`config.mk`:
```
export PLATFORM = sky130hd
export DESIGN_NAME = ad7476_sample_packer
export DESIGN_NICKNAME = d
export VERILOG_FILES = /design/src/rtl/ad7476_sample_packer.sv
export SDC_FILE = /design/constraint.sdc
export NUM_CORES = 1
export LEC_CHECK = 0
export CAP_MARGIN = 20
export CORE_ASPECT_RATIO = 0.8
export CORE_MARGIN = 5
export CORE_UTILIZATION = 58
export CTS_CLUSTER_DIAMETER = 200
export DETAILED_ROUTE_END_ITERATION = 6
export GPL_ROUTABILITY_DRIVEN = 0
export GPL_TIMING_DRIVEN = 0
export PLACE_DENSITY_LB_ADDON = 0.08
export SYNTH_ARGS = -nofsm -noshare
export SYNTH_HDL_FRONTEND = slang
export SYNTH_SLANG_ARGS = --single-unit
```
`constraint.sdc`:
```
create_clock -name clk_i -period 3.4 [get_ports clk_i]
set_clock_uncertainty 0.05 [all_clocks]
set_input_delay 0.51 -clock clk_i [delete_from_list [all_inputs] [get_ports clk_i]]
set_output_delay 0.51 -clock clk_i [all_outputs]
set_load 0.05 [all_outputs]
```
`src/rtl/ad7476_sample_packer.sv`:
```
// AD7476 capture engine: paces CSn/SCLK frames from a free-running sample timer
// and packs pairs of 12-bit conversions into 32-bit receive-FIFO words.
//
// state    | meaning
// IDLE     | disabled, CSn/SCLK high, sticky flags clear while enable is low
// WAIT     | enabled, waiting for the sample timer terminal count
// CONV     | CSn low, 16 SCLK periods shifting SDATA in MSB first
// QUIET    | CSn high for the quiet time before the next WAIT
module ad7476_sample_packer #(
   parameter int SCLK_DIV      = 2,
   parameter int SAMPLE_PERIOD = 80,
   parameter int QUIET_CYCLES  = 2
) (
   input  logic        clk_i,
   input  logic        rst_i,
   input  logic        enable_i,
   input  logic        rx_fifo_full_i,
   output logic        spi_ss_o,
   output logic        spi_sck_o,
   input  logic        spi_miso_i,
   output logic [31:0] sample_data_o,
   output logic        sample_push_o,
   output logic        overrun_o,
   output logic        frame_err_o,
   output logic [1:0]  fsm_st_o
);

   localparam int TMR_W = $clog2(SAMPLE_PERIOD);
   localparam int DIV_W = (SCLK_DIV > 1) ? $clog2(SCLK_DIV) : 1;
   localparam int QCW   = (QUIET_CYCLES > 1) ? $clog2(QUIET_CYCLES) : 1;
   localparam logic [TMR_W-1:0] TMR_RELOAD   = TMR_W'(SAMPLE_PERIOD - 1);
   localparam logic [DIV_W-1:0] DIV_RELOAD   = DIV_W'(SCLK_DIV - 1);
   localparam logic [QCW-1:0]   QUIET_RELOAD = QCW'(QUIET_CYCLES - 1);

   typedef enum logic [1:0] {
      ST_IDLE  = 2'd0,
      ST_WAIT  = 2'd1,
      ST_CONV  = 2'd2,
      ST_QUIET = 2'd3
   } state_t;

   state_t           state_q, state_d;
   logic [TMR_W-1:0] tmr_q, tmr_d;
   logic [DIV_W-1:0] div_q, div_d;
   logic [QCW-1:0]   quiet_q, quiet_d;
   logic [3:0]       bit_q, bit_d;
   logic [15:0]      shift_q, shift_d;
   logic             full_q, full_d;
   logic             pair_q, pair_d;
   logic [11:0]      s0_q, s0_d;
   logic             ss_q, ss_d;
   logic             sck_q, sck_d;
   logic [31:0]      data_q, data_d;
   logic             push_q, push_d;
   logic             ovr_q, ovr_d;
   logic             ferr_q, ferr_d;

   always_ff @(posedge clk_i) begin
      if (rst_i) begin
         state_q <= ST_IDLE;
         tmr_q   <= '0;
         div_q   <= '0;
         quiet_q <= '0;
         bit_q   <= '0;
         shift_q <= '0;
         full_q  <= 1'b0;
         pair_q  <= 1'b0;
         s0_q    <= '0;
         ss_q    <= 1'b1;
         sck_q   <= 1'b1;
         data_q  <= '0;
         push_q  <= 1'b0;
         ovr_q   <= 1'b0;
         ferr_q  <= 1'b0;
      end else begin
         state_q <= state_d;
         tmr_q   <= tmr_d;
         div_q   <= div_d;
         quiet_q <= quiet_d;
         bit_q   <= bit_d;
         shift_q <= shift_d;
         full_q  <= full_d;
         pair_q  <= pair_d;
         s0_q    <= s0_d;
         ss_q    <= ss_d;
         sck_q   <= sck_d;
         data_q  <= data_d;
         push_q  <= push_d;
         ovr_q   <= ovr_d;
         ferr_q  <= ferr_d;
      end
   end

   always_comb begin
      state_d = state_q;
      tmr_d   = tmr_q;
      div_d   = div_q;
      quiet_d = quiet_q;
      bit_d   = bit_q;
      shift_d = shift_q;
      full_d  = full_q;
      pair_d  = pair_q;
      s0_d    = s0_q;
      ss_d    = ss_q;
      sck_d   = sck_q;
      data_d  = data_q;
      push_d  = 1'b0;
      ovr_d   = ovr_q;
      ferr_d  = ferr_q;

      // Sample timer free-runs while enabled so frame spacing is independent of frame length.
      if (state_q != ST_IDLE)
         tmr_d = (tmr_q == '0) ? TMR_RELOAD : tmr_q - TMR_W'(1);

      if (!enable_i) begin
         state_d = ST_IDLE;
         tmr_d   = '0;
         ss_d    = 1'b1;
         sck_d   = 1'b1;
         pair_d  = 1'b0;
         if (state_q == ST_IDLE) begin
            ovr_d  = 1'b0;
            ferr_d = 1'b0;
         end
      end else begin
         unique case (state_q)
            ST_IDLE: begin
               state_d = ST_WAIT;
               tmr_d   = '0;
            end
            ST_WAIT: begin
               if (tmr_q == '0) begin
                  state_d = ST_CONV;
                  ss_d    = 1'b0;
                  sck_d   = 1'b0;
                  div_d   = DIV_RELOAD;
                  bit_d   = 4'd15;
               end
            end
            ST_CONV: begin
               if (div_q != '0) begin
                  div_d = div_q - DIV_W'(1);
               end else begin
                  div_d = DIV_RELOAD;
                  if (!sck_q) begin
                     sck_d   = 1'b1;
                     shift_d = {shift_q[14:0], spi_miso_i};
                     if (bit_q == 4'd0)
                        full_d = rx_fifo_full_i;
                  end else if (bit_q == 4'd0) begin
                     state_d = ST_QUIET;
                     ss_d    = 1'b1;
                     quiet_d = QUIET_RELOAD;
                     if (shift_q[15:12] != 4'd0)
                        ferr_d = 1'b1;
                     if (!pair_q) begin
                        s0_d   = shift_q[11:0];
                        pair_d = 1'b1;
                     end else begin
                        pair_d = 1'b0;
                        if (full_q) begin
                           ovr_d = 1'b1;
                        end else begin
                           data_d = {4'h0, shift_q[11:0], 4'h0, s0_q};
                           push_d = 1'b1;
                        end
                     end
                  end else begin
                     sck_d = 1'b0;
                     bit_d = bit_q - 4'd1;
                  end
               end
            end
            ST_QUIET: begin
               if (quiet_q == '0)
                  state_d = ST_WAIT;
               else
                  quiet_d = quiet_q - QCW'(1);
            end
         endcase
      end
   end

   assign spi_ss_o      = ss_q;
   assign spi_sck_o     = sck_q;
   assign sample_data_o = data_q;
   assign sample_push_o = push_q;
   assign overrun_o     = ovr_q;
   assign frame_err_o   = ferr_q;
   assign fsm_st_o      = state_q;

endmodule

```
==> impl_metrics.ini <==
[route]
drt_iter0_markers = 222
dr_wl_met3_um = 521
top_layer = met4
routedWlPerCell_um = 14.4
first_pass_iters = 5
drc = 0
vias = 2761
ant_nets = 0
met1_length_um = 3390
wl_met2_um = 3200
totalWireLength_um = 7170
viasPerCell = 5.53

[floorplan]
fp.dieW_um = 92.1
rows = 23
die_h_um = 75.7
die_area_mm2 = 0.00697
initial_core_util_pct = 61.0
core_area_mm2 = 0.00512
ios = 44

[final_layout]
num-nets-final = 447
drive_gt1_share_pct = 8.92
finalNonFillerCells = 499
antenna_cells = 0
area_delta_synth_final_pct = 20.7

[power_and_ir_drop]
p_int_w = 0.00133
pwr-share-clk_pct = 39.2
comb_power_share_pct = 10.5
seqPwrFrac_pct = 50.3
power.density_mw_per_mm2 = 468
p_sw_w = 0.000430
fin_total_pwr_w = 0.00176
power_switching_share_pct = 24.4
vdd_drop_max_v = 0.000343
power.leakage_nw = 1.32

[clock_network]
cts.sinks = 74
clkTransAtPathRegs_ns = 0.07
htree_levels = 3
cts_made_buffers = 9
cts-resized-gates = 0
post_cts_buffers = 0
cts_hold_buf = 0
clockRootBuffer = clkbuf_8
cts_tree = built
clock_path_buffers = 2
clk-insertion-delay-late_ns = 0.34

[synthesis]
ys_warn_count = 0
yosys.cell_types.count = 42
ys_seq_elements = 74
netlist_area_mm2 = 0.00313
ys_seq_area_share_pct = 47.4
syn_inst = 381
postSynthAreaPerCell_um2 = 8.21

[job]
max-cap-violations = 0

[sta]
layout_setup_ws_ns = 0.983
finalSetupViolCount = 0
setup_tns_ns = 0
finalHoldViolations = 0
slew_violations = 0
fin_worst_hold_slack_ns = 0.403
max_freq_mhz = 414
tightest_slew_ns = 0.713
min_period_ns = 2.42
max_slew_margin_pct = 52.0
fin_crit_sh_pct = 71.1
rsz0062_at_grt = false

[global_routing]
track_usage_pct = 21.4
antenna_found_initial = 0
grt_pass1_wl_um = 11700
grt_pass1_vias = 2528
gr-total-overflow = 0
grt_max_degree = 12

[worst_setup_path]
worstSetupStartpointType = input pin
critPathKind = input pin to register
crit_path_end_kind = register
arrival_ns = 2.63
worst-path-max-fanout = 10
required_ns = 3.61
r2r_slack_ns = 1.13

[placed_design]
hpwl_um = 5310
placed_cells = 484
port_buffers = 34
pre_cts_slack_ns = 0.695

[worst_hold_path]
min_path_type = register to register

[run_status]
status = finished, final reports clean
==> synthesized netlist by cell type, drive strengths merged <==
| library cell | n | area share, % |
|---|---|---|
| nand2b | 5 | 1.0 |
| ha | 9 | 3.6 |
| a211oi | 1 | 0.24 |
| nor3b | 2 | 0.64 |
| nor3 | 7 | 1.3 |
| nand2 | 112 | 13 |
| or4bb | 1 | 0.36 |
| xor2 | 3 | 0.84 |
| o311ai | 2 | 0.56 |
| a21boi | 3 | 0.72 |
| nand3b | 1 | 0.24 |
| nor4 | 3 | 1.1 |
| nand3 | 5 | 0.80 |
| o21ai | 6 | 1.1 |
| clkbuf | 13 | 1.6 |
| o31ai | 4 | 0.96 |
| xnor2 | 3 | 0.84 |
| conb | 1 | 0.12 |
| inv | 8 | 0.96 |
| o21ba | 1 | 0.32 |
| or3b | 1 | 0.28 |
| or4b | 1 | 0.32 |
| or4 | 4 | 1.1 |
| a311oi | 4 | 1.1 |
| or2 | 1 | 0.20 |
| buf | 16 | 4.0 |
| nor4b | 4 | 1.3 |
| dfxtp | 74 | 47 |
| nor2b | 4 | 0.80 |
| a21oi | 65 | 10 |
| nor2 | 12 | 1.4 |
| a31oi | 2 | 0.40 |
| and2 | 1 | 0.20 |
| or3 | 2 | 0.40 |
==> layer usage <==
metal | vias up | GRT usage (%)
met1 | 1288 | 30.2
met3 | 9 | 5.63
met2 | 94 | 32.7
met5 | - | 0
met4 | 0 | 6.43
li1 | 1370 | -
==> worst max-delay path: stages <==
cell	delay, ns
clkdlybuf4s50_1	0.64
nand2_1	0.30
nor3_2	0.52
clkbuf_1	0.40
nand2_1	0.11
a21oi_1	0.15
==> sequential cells by signal, summed over array words and instances, names as in the netlist, 2 cells and up <==
register,cells
shift_q,16
bit_q,4
s0_q,12
tmr_q,7
sample_data_o,24
fsm_st_o,2
==> power by group through the flow <==
| stage | sequential (W) | clock [W] | combinational [W] |
|---|---|---|---|
| 2_1_floorplan | 0.000914 | 0 | 0.000134 |
| 4_1_cts | 0.000888 | 0.000702 | 0.000183 |
| 3_5_place_dp | 0.000908 | 0 | 0.000182 |
| 6_report | 0.000888 | 0.000691 | 0.000185 |
| 3_3_place_gp | 0.000907 | 0 | 0.000180 |
| 5_1_grt | 0.000888 | 0.000740 | 0.000200 |
==> path summary, 6_finish.rpt <==
kind                    start           endpoint  depth (start not counted)
max                  enable_i         shift_q[7]                          6
min          sample_data_o[1]   sample_data_o[1]                          2
max reg2reg          bit_q[0]  sample_data_o[21]                          9
min reg2reg  sample_data_o[1]   sample_data_o[1]                          2
==> stage by stage <==
step / util (%) / cell area (um2)
6_report: 73.7 / 3770
5_1_grt: 73.7 / 3770
4_1_cts: 73.7 / 3770
3_5_place_dp: 69.7 / 3570
3_3_place_gp: 69.7 / 3570
2_1_floorplan: - / 3150
==> layout by cell type (no fill, tap or decap), types with 4 or more instances in the layout <==
master / Yosys / final
a311oi_1: 4 / 4
ha_1: 9 / 9
buf_2: 4 / 4
nand2b_1: 5 / 5
clkdlybuf4s50_1: 0 / 34
nor2b_1: 4 / 4
conb_1: 1 / 8
a21oi_1: 65 / 65
nor2_1: 12 / 12
clkbuf_8: 0 / 12
nand2_1: 112 / 112
inv_1: 8 / 8
clkbuf_1: 13 / 14
o31ai_1: 4 / 4
o21ai_0: 5 / 5
nand3_1: 5 / 5
nor3_1: 6 / 6
buf_6: 4 / 4
buf_4: 8 / 8
dfxtp_1: 74 / 74
==> cells by family after synthesis <==
| kind of cell | count (synthesis) | synth area share [%] |
|---|---|---|
| other cells | 1 | 0.120 |
| simple gates | 166 | 24.9 |
| fa+ha+maj | 9 | 3.60 |
| compound gates | 88 | 15.8 |
| xor+xnor | 6 | 1.68 |
| flops | 74 | 47.4 |
| buf+inv | 37 | 6.52 |
==> area by class of cell <==
| type | instances | area (um2) |
|---|---|---|
| buffer | 29 | 174 |
| clock buffer | 13 | 169 |
| clock inverter | 2 | 35.0 |
| fill | 397 | 1350 |
| inverter | 8 | 30.0 |
| multi-input combinational | 277 | 1470 |
| sequential | 74 | 1480 |
| tap | 62 | 77.6 |
| timing repair buffer | 34 | 340 |
(Power assumes the default switching activity.)
